$ cat src/rtl/rx_pkt_ctrl.sv
// Receive packet controller: tracks one packet from preamble to FCS, runs the header/packet
// watchdogs, issues a timed receiver reset on failures and keeps ok/fail statistics.
module rx_pkt_ctrl #(
    parameter int CNT_WIDTH   = 16,
    parameter int TIMER_WIDTH = 20,
    parameter int RST_CYCLES  = 4
) (
    input  logic                   s00_axi_aclk,
    input  logic                   s00_axi_aresetn,
    input  logic                   enable,
    input  logic                   sw_abort,
    input  logic                   cnt_clr,
    input  logic                   long_preamble_detected,
    input  logic                   pkt_header_valid_strobe,
    input  logic                   pkt_header_valid,
    input  logic                   ht_unsupport,
    input  logic                   fcs_out_strobe,
    input  logic                   fcs_ok,
    input  logic [15:0]            pkt_len,
    input  logic [15:0]            byte_count,
    input  logic [TIMER_WIDTH-1:0] hdr_timeout_th,
    input  logic [TIMER_WIDTH-1:0] pkt_timeout_th,
    output logic                   core_rst,
    output logic                   busy,
    output logic                   pkt_start,
    output logic                   pkt_done,
    output logic [2:0]             pkt_status,
    output logic [CNT_WIDTH-1:0]   ok_cnt,
    output logic [CNT_WIDTH-1:0]   fail_cnt
);

    localparam int RC_W = (RST_CYCLES > 1) ? $clog2(RST_CYCLES) : 1;
    localparam logic [RC_W-1:0] RST_LAST = RC_W'(RST_CYCLES - 1);

    localparam logic [2:0] ST_OK       = 3'd1;
    localparam logic [2:0] ST_FCS_FAIL = 3'd2;
    localparam logic [2:0] ST_HDR_BAD  = 3'd3;
    localparam logic [2:0] ST_HDR_TO   = 3'd4;
    localparam logic [2:0] ST_PKT_TO   = 3'd5;
    localparam logic [2:0] ST_ABORT    = 3'd6;
    localparam logic [2:0] ST_LEN_ERR  = 3'd7;

    typedef enum logic [1:0] {
        IDLE     = 2'd0,
        WAIT_HDR = 2'd1,
        RECV     = 2'd2,
        RST      = 2'd3
    } state_t;

    state_t                 r_state;
    state_t                 w_state_nxt;
    logic [TIMER_WIDTH-1:0] r_timer;
    logic [15:0]            r_pkt_len;
    logic [RC_W-1:0]        r_rst_cnt;
    logic                   r_core_rst;
    logic                   r_busy;
    logic                   r_pkt_start;
    logic                   r_pkt_done;
    logic [2:0]             r_pkt_status;
    logic [CNT_WIDTH-1:0]   r_ok_cnt;
    logic [CNT_WIDTH-1:0]   r_fail_cnt;

    logic       w_hdr_good;
    logic       w_hdr_to;
    logic       w_pkt_to;
    logic       w_rst_last;
    logic       w_start_nxt;
    logic       w_done_nxt;
    logic [2:0] w_status_nxt;
    logic       w_clr_timer;
    logic       w_ok_inc;
    logic       w_fail_inc;

    assign w_hdr_good = pkt_header_valid & ~ht_unsupport & (pkt_len != 16'd0);
    // A zero threshold disables the corresponding watchdog.
    assign w_hdr_to   = (hdr_timeout_th != '0) && (r_timer == hdr_timeout_th);
    assign w_pkt_to   = (pkt_timeout_th != '0) && (r_timer == pkt_timeout_th);
    assign w_rst_last = (r_rst_cnt == RST_LAST);

    always_ff @(posedge s00_axi_aclk or negedge s00_axi_aresetn) begin
        if (!s00_axi_aresetn) begin
            r_state <= IDLE;
        end else begin
            r_state <= w_state_nxt;
        end
    end

    always_comb begin
        w_state_nxt = r_state;
        case (r_state)
            IDLE: begin
                if (sw_abort)                                w_state_nxt = RST;
                else if (long_preamble_detected && enable)   w_state_nxt = WAIT_HDR;
            end
            WAIT_HDR: begin
                if (sw_abort)                                w_state_nxt = RST;
                else if (pkt_header_valid_strobe)            w_state_nxt = w_hdr_good ? RECV : RST;
                else if (w_hdr_to)                           w_state_nxt = RST;
            end
            RECV: begin
                if (sw_abort)                                w_state_nxt = RST;
                else if (fcs_out_strobe)                     w_state_nxt = IDLE;
                else if (w_pkt_to)                           w_state_nxt = RST;
            end
            RST: begin
                if (w_rst_last)                              w_state_nxt = IDLE;
            end
            default:                                         w_state_nxt = IDLE;
        endcase
    end

    // Next values of the pulse/status outputs; abort outranks every other event.
    always_comb begin
        w_start_nxt  = 1'b0;
        w_done_nxt   = 1'b0;
        w_status_nxt = r_pkt_status;
        case (r_state)
            WAIT_HDR: begin
                if (sw_abort) begin
                    w_done_nxt   = 1'b1;
                    w_status_nxt = ST_ABORT;
                end else if (pkt_header_valid_strobe) begin
                    if (w_hdr_good) begin
                        w_start_nxt = 1'b1;
                    end else begin
                        w_done_nxt   = 1'b1;
                        w_status_nxt = ST_HDR_BAD;
                    end
                end else if (w_hdr_to) begin
                    w_done_nxt   = 1'b1;
                    w_status_nxt = ST_HDR_TO;
                end
            end
            RECV: begin
                if (sw_abort) begin
                    w_done_nxt   = 1'b1;
                    w_status_nxt = ST_ABORT;
                end else if (fcs_out_strobe) begin
                    w_done_nxt = 1'b1;
                    if (byte_count != r_pkt_len) w_status_nxt = ST_LEN_ERR;
                    else if (fcs_ok)             w_status_nxt = ST_OK;
                    else                         w_status_nxt = ST_FCS_FAIL;
                end else if (w_pkt_to) begin
                    w_done_nxt   = 1'b1;
                    w_status_nxt = ST_PKT_TO;
                end
            end
            default: ;
        endcase
    end

    assign w_clr_timer = ((r_state == IDLE) && (w_state_nxt == WAIT_HDR)) || w_start_nxt;
    assign w_ok_inc    = w_done_nxt && (w_status_nxt == ST_OK);
    assign w_fail_inc  = w_done_nxt && (w_status_nxt != ST_OK);

    always_ff @(posedge s00_axi_aclk or negedge s00_axi_aresetn) begin
        if (!s00_axi_aresetn) begin
            r_core_rst   <= 1'b0;
            r_busy       <= 1'b0;
            r_pkt_start  <= 1'b0;
            r_pkt_done   <= 1'b0;
            r_pkt_status <= 3'd0;
            r_ok_cnt     <= '0;
            r_fail_cnt   <= '0;
            r_timer      <= '0;
            r_rst_cnt    <= '0;
        end else begin
            r_core_rst   <= (w_state_nxt == RST);
            r_busy       <= (w_state_nxt == WAIT_HDR) || (w_state_nxt == RECV);
            r_pkt_start  <= w_start_nxt;
            r_pkt_done   <= w_done_nxt;
            r_pkt_status <= w_status_nxt;

            if (cnt_clr) begin
                r_ok_cnt   <= '0;
                r_fail_cnt <= '0;
            end else begin
                if (w_ok_inc && (r_ok_cnt != '1))     r_ok_cnt   <= r_ok_cnt + CNT_WIDTH'(1);
                if (w_fail_inc && (r_fail_cnt != '1)) r_fail_cnt <= r_fail_cnt + CNT_WIDTH'(1);
            end

            if (w_clr_timer)
                r_timer <= '0;
            else if (((r_state == WAIT_HDR) || (r_state == RECV)) && (r_timer != '1))
                r_timer <= r_timer + TIMER_WIDTH'(1);

            // Counts the cycles already spent in RST; restarts on every entry.
            if (r_state != RST) r_rst_cnt <= '0;
            else                r_rst_cnt <= r_rst_cnt + RC_W'(1);
        end
    end

    always_ff @(posedge s00_axi_aclk) begin
        if (w_start_nxt) r_pkt_len <= pkt_len;
    end

    assign core_rst   = r_core_rst;
    assign busy       = r_busy;
    assign pkt_start  = r_pkt_start;
    assign pkt_done   = r_pkt_done;
    assign pkt_status = r_pkt_status;
    assign ok_cnt     = r_ok_cnt;
    assign fail_cnt   = r_fail_cnt;

endmodule

$ cat config.mk
export PLATFORM = sky130hd
export DESIGN_NAME = rx_pkt_ctrl
export DESIGN_NICKNAME = d
export VERILOG_FILES = /design/src/rtl/rx_pkt_ctrl.sv
export SDC_FILE = /design/constraint.sdc
export NUM_CORES = 1
export LEC_CHECK = 0
export CAP_MARGIN = 25
export CORE_ASPECT_RATIO = 1.75
export CORE_MARGIN = 4
export CORE_UTILIZATION = 38
export DETAILED_ROUTE_END_ITERATION = 12
export PLACE_DENSITY = 0.67
export SETUP_SLACK_MARGIN = 0.5
export SYNTH_ARGS = -nofsm -noshare
export SYNTH_HDL_FRONTEND = slang
export SYNTH_SLANG_ARGS = --single-unit
export TNS_END_PERCENT = 20
$ cat constraint.sdc
create_clock -name s00_axi_aclk -period 2.96 [get_ports s00_axi_aclk]
set_input_delay 0.444 -clock s00_axi_aclk [delete_from_list [all_inputs] [get_ports s00_axi_aclk]]
set_output_delay 0.444 -clock s00_axi_aclk [all_outputs]
set_load 0.02 [all_outputs]
## After elaboration in Yosys (flattened, before gate mapping)

Index checks and enable logic that the tools add are counted.

| storage, ports and cells | value |
|---|---|
| input port bits | 83 |
| output and inout port bits | 39 |
| logic and storage cells | 93 |
| register bits | 79 |

| cells by class | value |
|---|---|
| equal/unequal tests | 16 |
| reduce and logical (&&, ||, !) cells | 19 |
| add/sub/neg operators | 4 |
| multiplexer cells | 40 |
| bitwise operators | 3 |

Operators with widths:

| kind | number |
|---|---|
| 2-to-1 mux 16 bit | 4 |
| equality test 20 bit | 2 |
| 2-to-1 mux 20 bit | 2 |
| nonzero test 20 bit | 2 |
| adder 16 x 1 -> 16 bit, second input constant | 2 |
| inequality test 16 bit, second input constant | 2 |
| 2-to-1 mux 3 bit | 8 |
| 2-to-1 mux 2 bit | 11 |
| adder 20 x 1 -> 20 bit, second input constant | 1 |
| inequality test 20 bit, second input constant | 1 |
| inequality test 16 bit | 1 |
| nonzero test 16 bit | 1 |
| 2-to-1 mux 1 bit | 12 |
| equality test 2 bit, second input constant | 5 |
| logical AND 1 bit | 9 |
| one-hot mux 2 bit (4 select lines) | 1 |
| one-hot mux 3 bit (2 select lines) | 1 |
| nonzero test 2 bit | 3 |
| equality test 2 x 1 -> 1 bit, second input constant | 2 |
| equality test 3 x 1 -> 1 bit, second input constant | 1 |
| logical OR 1 bit | 3 |
| inequality test 3 x 1 -> 1 bit, second input constant | 1 |
| adder 2 x 1 -> 2 bit, second input constant | 1 |
| AND 1 bit | 2 |
| 4 further kinds | 4 |

## Depth between registers and ports, before layout

| depth | value |
|---|---|
| word-level depth | 12 |
| depth in mapped cells | 13 |
| mapped depth without buffers | 11 |

## Worst setup path after synthesis

OpenSTA, ideal clock, no wires.

| timing path | value |
|---|---|
| path type | register to register |
| start | reg r_timer[0] |
| end | reg r_ok_cnt[10], in the netlist ok_cnt[10] |
| clock period less this slack | 2.816 ns |
| setup time | 0.125 ns |
| arrival | 2.691 ns |
| cell stages (with the launch flop) | 12 |
| slack | 0.144 ns |
| required time | 2.835 ns |
| path buffers | 2 |
| path through | dfrtp_1 -> buf_2 -> xor2_1 -> nor4_1 -> nand3_1 -> nor4b_4 -> o211a_1 -> o2111ai_2 -> nor4_1 -> buf_2 -> and3_1 -> mux2_2 |

| between the ends | value |
|---|---|
| word-level cells in the longest chain between the ends | 10 |
| elaborated cells on any way between the ends | 22 |
| classes of those cells | eq/ne: 3; mux: 14; reduce/logical: 5 |

RTL lines:

| element | line | source |
|---|---|---|
| start, declared | 52 | `logic [TIMER_WIDTH-1:0] r_timer;` |
| start signal, assigned | 185 | `r_timer <= r_timer + TIMER_WIDTH'(1);` |
| equality test 20 bit (on tied branches) | 77, 76 |  |
| logical AND 1 bit (on tied branches) | 77, 76 |  |
| 2-to-1 mux 3 bit (on tied branches) | 143, 129 |  |
| 2-to-1 mux 3 bit (on tied branches) | 138, 122 |  |
| 2-to-1 mux 3 bit (on tied branches) | 135, 119 |  |
| one-hot mux 3 bit (2 select lines) | 117 | `case (r_state)` |
| equality test 3 x 1 -> 1 bit | 153 | `assign w_ok_inc = w_done_nxt && (w_status_nxt == ST_OK);` |
| logical AND 1 bit (*) | 153 |  |
| logical AND 1 bit (*) | 178 | `if (w_ok_inc && (r_ok_cnt != '1)) r_ok_cnt <= r_ok_cnt + CNT_WIDTH'(1);` |
| nonzero test 2 bit (no line) (*) | -- |  |
| end signal, assigned | 178 |  |
| end, declared | 60 | `logic [CNT_WIDTH-1:0] r_ok_cnt;` |

Mark *: on every way between the ends. The rest lies on a longest branch, timed or not.
A chain may end at the register's enable or synchronous reset.

## Final worst setup path

| timing path | value |
|---|---|
| start | in pkt_timeout_th[19] |
| end | reg r_fail_cnt[14], in the netlist fail_cnt[14] |

| between the ends | value |
|---|---|
| word-level cells in the longest chain between the ends | 10 |
| elaborated cells on any way between the ends | 15 |
| classes of those cells | eq/ne: 2; mux: 8; reduce/logical: 5 |

RTL lines:

| element | line | source |
|---|---|---|
| start, declared | 22 | `input logic [TIMER_WIDTH-1:0] pkt_timeout_th,` |
| equality test 20 bit / nonzero test 20 bit (equally long branches) | 77 | `assign w_pkt_to = (pkt_timeout_th != '0) && (r_timer == pkt_timeout_th);` |
| logical AND 1 bit (*) | 77 |  |
| 2-to-1 mux 3 bit | 143 | `end else if (w_pkt_to) begin` |
| 2-to-1 mux 3 bit | 138 | `end else if (fcs_out_strobe) begin` |
| 2-to-1 mux 3 bit | 135 | `if (sw_abort) begin` |
| one-hot mux 3 bit (2 select lines) | 117 |  |
| inequality test 3 x 1 -> 1 bit | 154 | `assign w_fail_inc = w_done_nxt && (w_status_nxt != ST_OK);` |
| logical AND 1 bit (*) | 154 |  |
| logical AND 1 bit (*) | 179 | `if (w_fail_inc && (r_fail_cnt != '1)) r_fail_cnt <= r_fail_cnt + CNT_WIDTH'(1);` |
| nonzero test 2 bit (no line) (*) | -- |  |
| end signal, assigned | 179 |  |
| end, declared | 61 | `logic [CNT_WIDTH-1:0] r_fail_cnt;` |

Marked as above.

==> qor.yml <==
rr_endpoint: "ok_cnt[9]$_DFFE_PN0P_"
relSlewSlack_pct: 67.7
drive_gt1_share_pct: 25.0
violations: "negative setup slack"
wirelength_um: 14500
htreeDepth: 3
vias_per_cell: 5.25
synth_cell_type_count: 49
rows: 53
worst_pin_slew_ns: 0.485
p_sw_w: 0.00195
cts_made_buffers: 9
status: "complete, but fails checks"
vdd_drop_max_uv: 671
synthCells: 496
antenna_found_initial: 0
dpl-instance-area_sq_mm: 0.00652
finalSetupViolCount: 13
timing.rr.start: "r_timer[17]$_DFFE_PN0P_"
worst-path-max-fanout: 8
power_frac_clock_pct: 21.0
yosysTopAreaCell: "dfrtp_1"
ys_async_sr_fraction_pct: 79.7
diodes: 0
internal-power_w: 0.00326
cts_buffer_depth: 2
grt_max_degree: 41
overflow: 0
final_nets: 777
place_hpwl_um: 10500
synth_edf_count: 16
ios: 122
dr.pass1.iters: 4
end_kind: "flop"
synth_top_area_share_pct: 33.1
max_freq_mhz: 327
grt_pass1_vias: 4720
ys_top_cells_by_area: "dfrtp_1, edfxtp_1, xor2_1"
hp-class: "in -> async"
fp.dieW_um: 92.6
dr.first_iter.drc_count: 152
critPathKind: "in -> reg"
synth_seq_area_share_pct: 43.2
fin_crit_sh_pct: 103
vias: 4482
synth_nets: 590
yosys_warnings: 0
wl_per_cell_um: 17.0
finalWeightedCongestion: 0.839
ff2ff_setup_slack_ns: -0.03
path_clk_slew_ns: 0.06
cts_tree: "yes"
synth_area_sq_mm: 0.00476
stdcell_count: 853
p_leak_nw: 3.13
hold_buffers: 0
ant_nets: 0
place_ws_ns: -0.619
fillers: 1043
cellPowerDensity_mw_per_mm2: 701
max-cap-violations: 0
utilization_pct: 61.3
worstPathRequired_ns: 3.23
cts.sinks: 79
port_buffers: 121
synthFlopType: "dfrtp_1"
critPathArrivalTime_ns: 3.32
area_growth_syn_to_layout_pct: 56.1
cts_root_buf: "clkbuf_16"
fp.dieH_um: 156
clk_latency_ns: 0.34
synth_seq_cells: 79
finalInstanceArea_sq_mm: 0.00743
dieArea_sq_mm: 0.0145
r2r_cells: 10
initial_core_util_pct: 39.2
clock_skew_ns: 0.00686
setup_tns_ns: -0.382
rsz0062_at_grt: "true"
grt_use_total_pct: 19.9
syn_avg_cell_area_sq_um: 9.60
grt_first_pass_wirelength_um: 23100
drc_errors: 0
slew_violations: 0
finalHoldViolCount: 0
fin_ws_ns: -0.0939
placed_cells: 820
period_needed_ns: 3.05
critPathLaunchType: "input pin"
combPwrFrac_pct: 48.9
core-area_sq_mm: 0.0121
power_frac_seq_pct: 30.0
netSwitchingFraction_pct: 37.5
-- worst max-delay path, stage by stage --
cell and delay [ns]:
clkdlybuf4s50_1 0.45, xor2_1 0.18, nor4_1 0.30, nand2_1 0.20, nor3_4 0.26, buf_6 0.14
o41ai_2 0.05, buf_4 0.16, o2111ai_4 0.12, o221ai_2 0.15, buf_6 0.15, buf_6 0.13
or4_4 0.42, a21oi_2 0.14
-- cell families after synthesis --
kind of cell / share of synthesized area (%)
simple gates: 23.3
mux: 2.02
xor+xnor: 13.8
compound gates: 10.6
flops: 43.2
buf+inv: 4.23
fa+ha+maj: 2.89
-- repair_timing --
action	4_1_cts	5_1_grt
endpoints found under the setup margin	56	56
buffers inserted	12	4
resized for setup	70	63
hold endpoints to repair	0	0
gates cloned	0	1
pin swaps	61	46
-- through the flow --
stage                     power (W)  hold slack [ns]
after floorplan             0.00272            0.148
after global placement      0.00352            0.364
after detailed placement    0.00357            0.372
after CTS                   0.00497          0.00223
after global routing        0.00554           0.0205
final                       0.00521          0.00307
-- layout by cell type, fill, tap and decap left out, types with 5 or more instances in the layout --
master / Yosys / final
nor2_1: 39 / 39
dfrtp_1: 63 / 56
nand4_1: 11 / 11
nor2b_1: 10 / 9
a21oi_1: 27 / 20
clkdlybuf4s50_1: 0 / 85
mux2_4: 0 / 5
clkbuf_16: 0 / 10
nand3_1: 20 / 18
nor4_2: 0 / 12
and3_1: 17 / 14
buf_6: 4 / 13
xor2_1: 53 / 51
buf_4: 0 / 63
inv_1: 17 / 15
nor4_1: 29 / 16
or3_1: 15 / 13
dlymetal6s2s_1: 0 / 14
a21oi_2: 0 / 7
xnor2_1: 22 / 21
o21ai_0: 19 / 16
edfxtp_1: 16 / 16
nand2_1: 33 / 33
dfrtp_2: 0 / 7
or4_1: 8 / 5
ha_1: 11 / 9
dlygate4sd2_1: 0 / 20
-- synth_stat cells, drive strengths merged (3+ instances only) --
cell type	instances
o31ai	9
mux2i	4
and3	17
mux2	5
clkbuf	8
nand2	33
or3	15
inv	17
o31a	3
nand2b	4
a21oi	27
nor2b	10
a31o	3
nor2	39
dfrtp	63
xor2	53
ha	11
xnor2	22
o21ai	20
buf	13
and2	4
edfxtp	16
nor4	29
nand4	11
nand3	20
or4	8
nor3	8
-- final cells by class --
cell class	instances	area, sq um	area share (%)
well taps	165	206	2.78
clock inverters	5	58.8	0.791
repair buffers	199	1880	25.3
inverters	17	63.8	0.858
multi-input cells	377	2930	39.4
flip-flops and latches	79	2070	27.8
clock buffers	11	233	3.13
-- power groups by stage --
stage / sequential (W) / clock, W / combinational [W]
4_1_cts: 0.00155 / 0.00112 / 0.00230
5_1_grt: 0.00159 / 0.00117 / 0.00278
3_5_place_dp: 0.00157 / 0 / 0.00200
3_3_place_gp: 0.00157 / 0 / 0.00195
6_report: 0.00157 / 0.00109 / 0.00255
2_1_floorplan: 0.00154 / 0 / 0.00118
-- metal layers --
| metal | vias up | track usage, % | share of wire [%] |
|---|---|---|---|
| li1 | 2154 | - | - |
| met1 | 2180 | 22.1 | 39 |
| met2 | 118 | 36.4 | 54 |
| met3 | 30 | 4.87 | 4.7 |
| met4 | 0 | 7.69 | 2.7 |
| met5 | - | 0 | 0 |
-- worst max-delay path by stage --
stage                            startpoint                        to  slack [ns]  cells past startpoint
CTS                  r_timer[9]$_DFFE_PN0P_    ok_cnt[11]$_DFFE_PN0P_       -0.09                     10
global route             hdr_timeout_th[17]  fail_cnt[14]$_DFFE_PN0P_       -0.15                     14
global placement         pkt_timeout_th[10]    ok_cnt[13]$_DFFE_PN0P_       -0.56                     11
detailed placement       pkt_timeout_th[10]     ok_cnt[9]$_DFFE_PN0P_       -0.62                     11
floorplan           r_timer[18]$_DFFE_PN0P_    ok_cnt[14]$_DFFE_PN0P_        0.20                     11
finish                   pkt_timeout_th[19]  fail_cnt[14]$_DFFE_PN0P_       -0.09                     14
-- flip-flops by register name, summed over array words and instances, names as in the netlist --
| register | cells |
|---|---|
| fail_cnt | 16 |
| r_rst_cnt | 2 |
| ok_cnt | 16 |
| pkt_status | 3 |
| r_state | 2 |
| pkt_start | 1 |
| r_timer | 20 |
| busy | 1 |
| r_pkt_len | 16 |
| pkt_done | 1 |
| core_rst | 1 |
No activity file was read; power rests on OpenSTA's default activity.
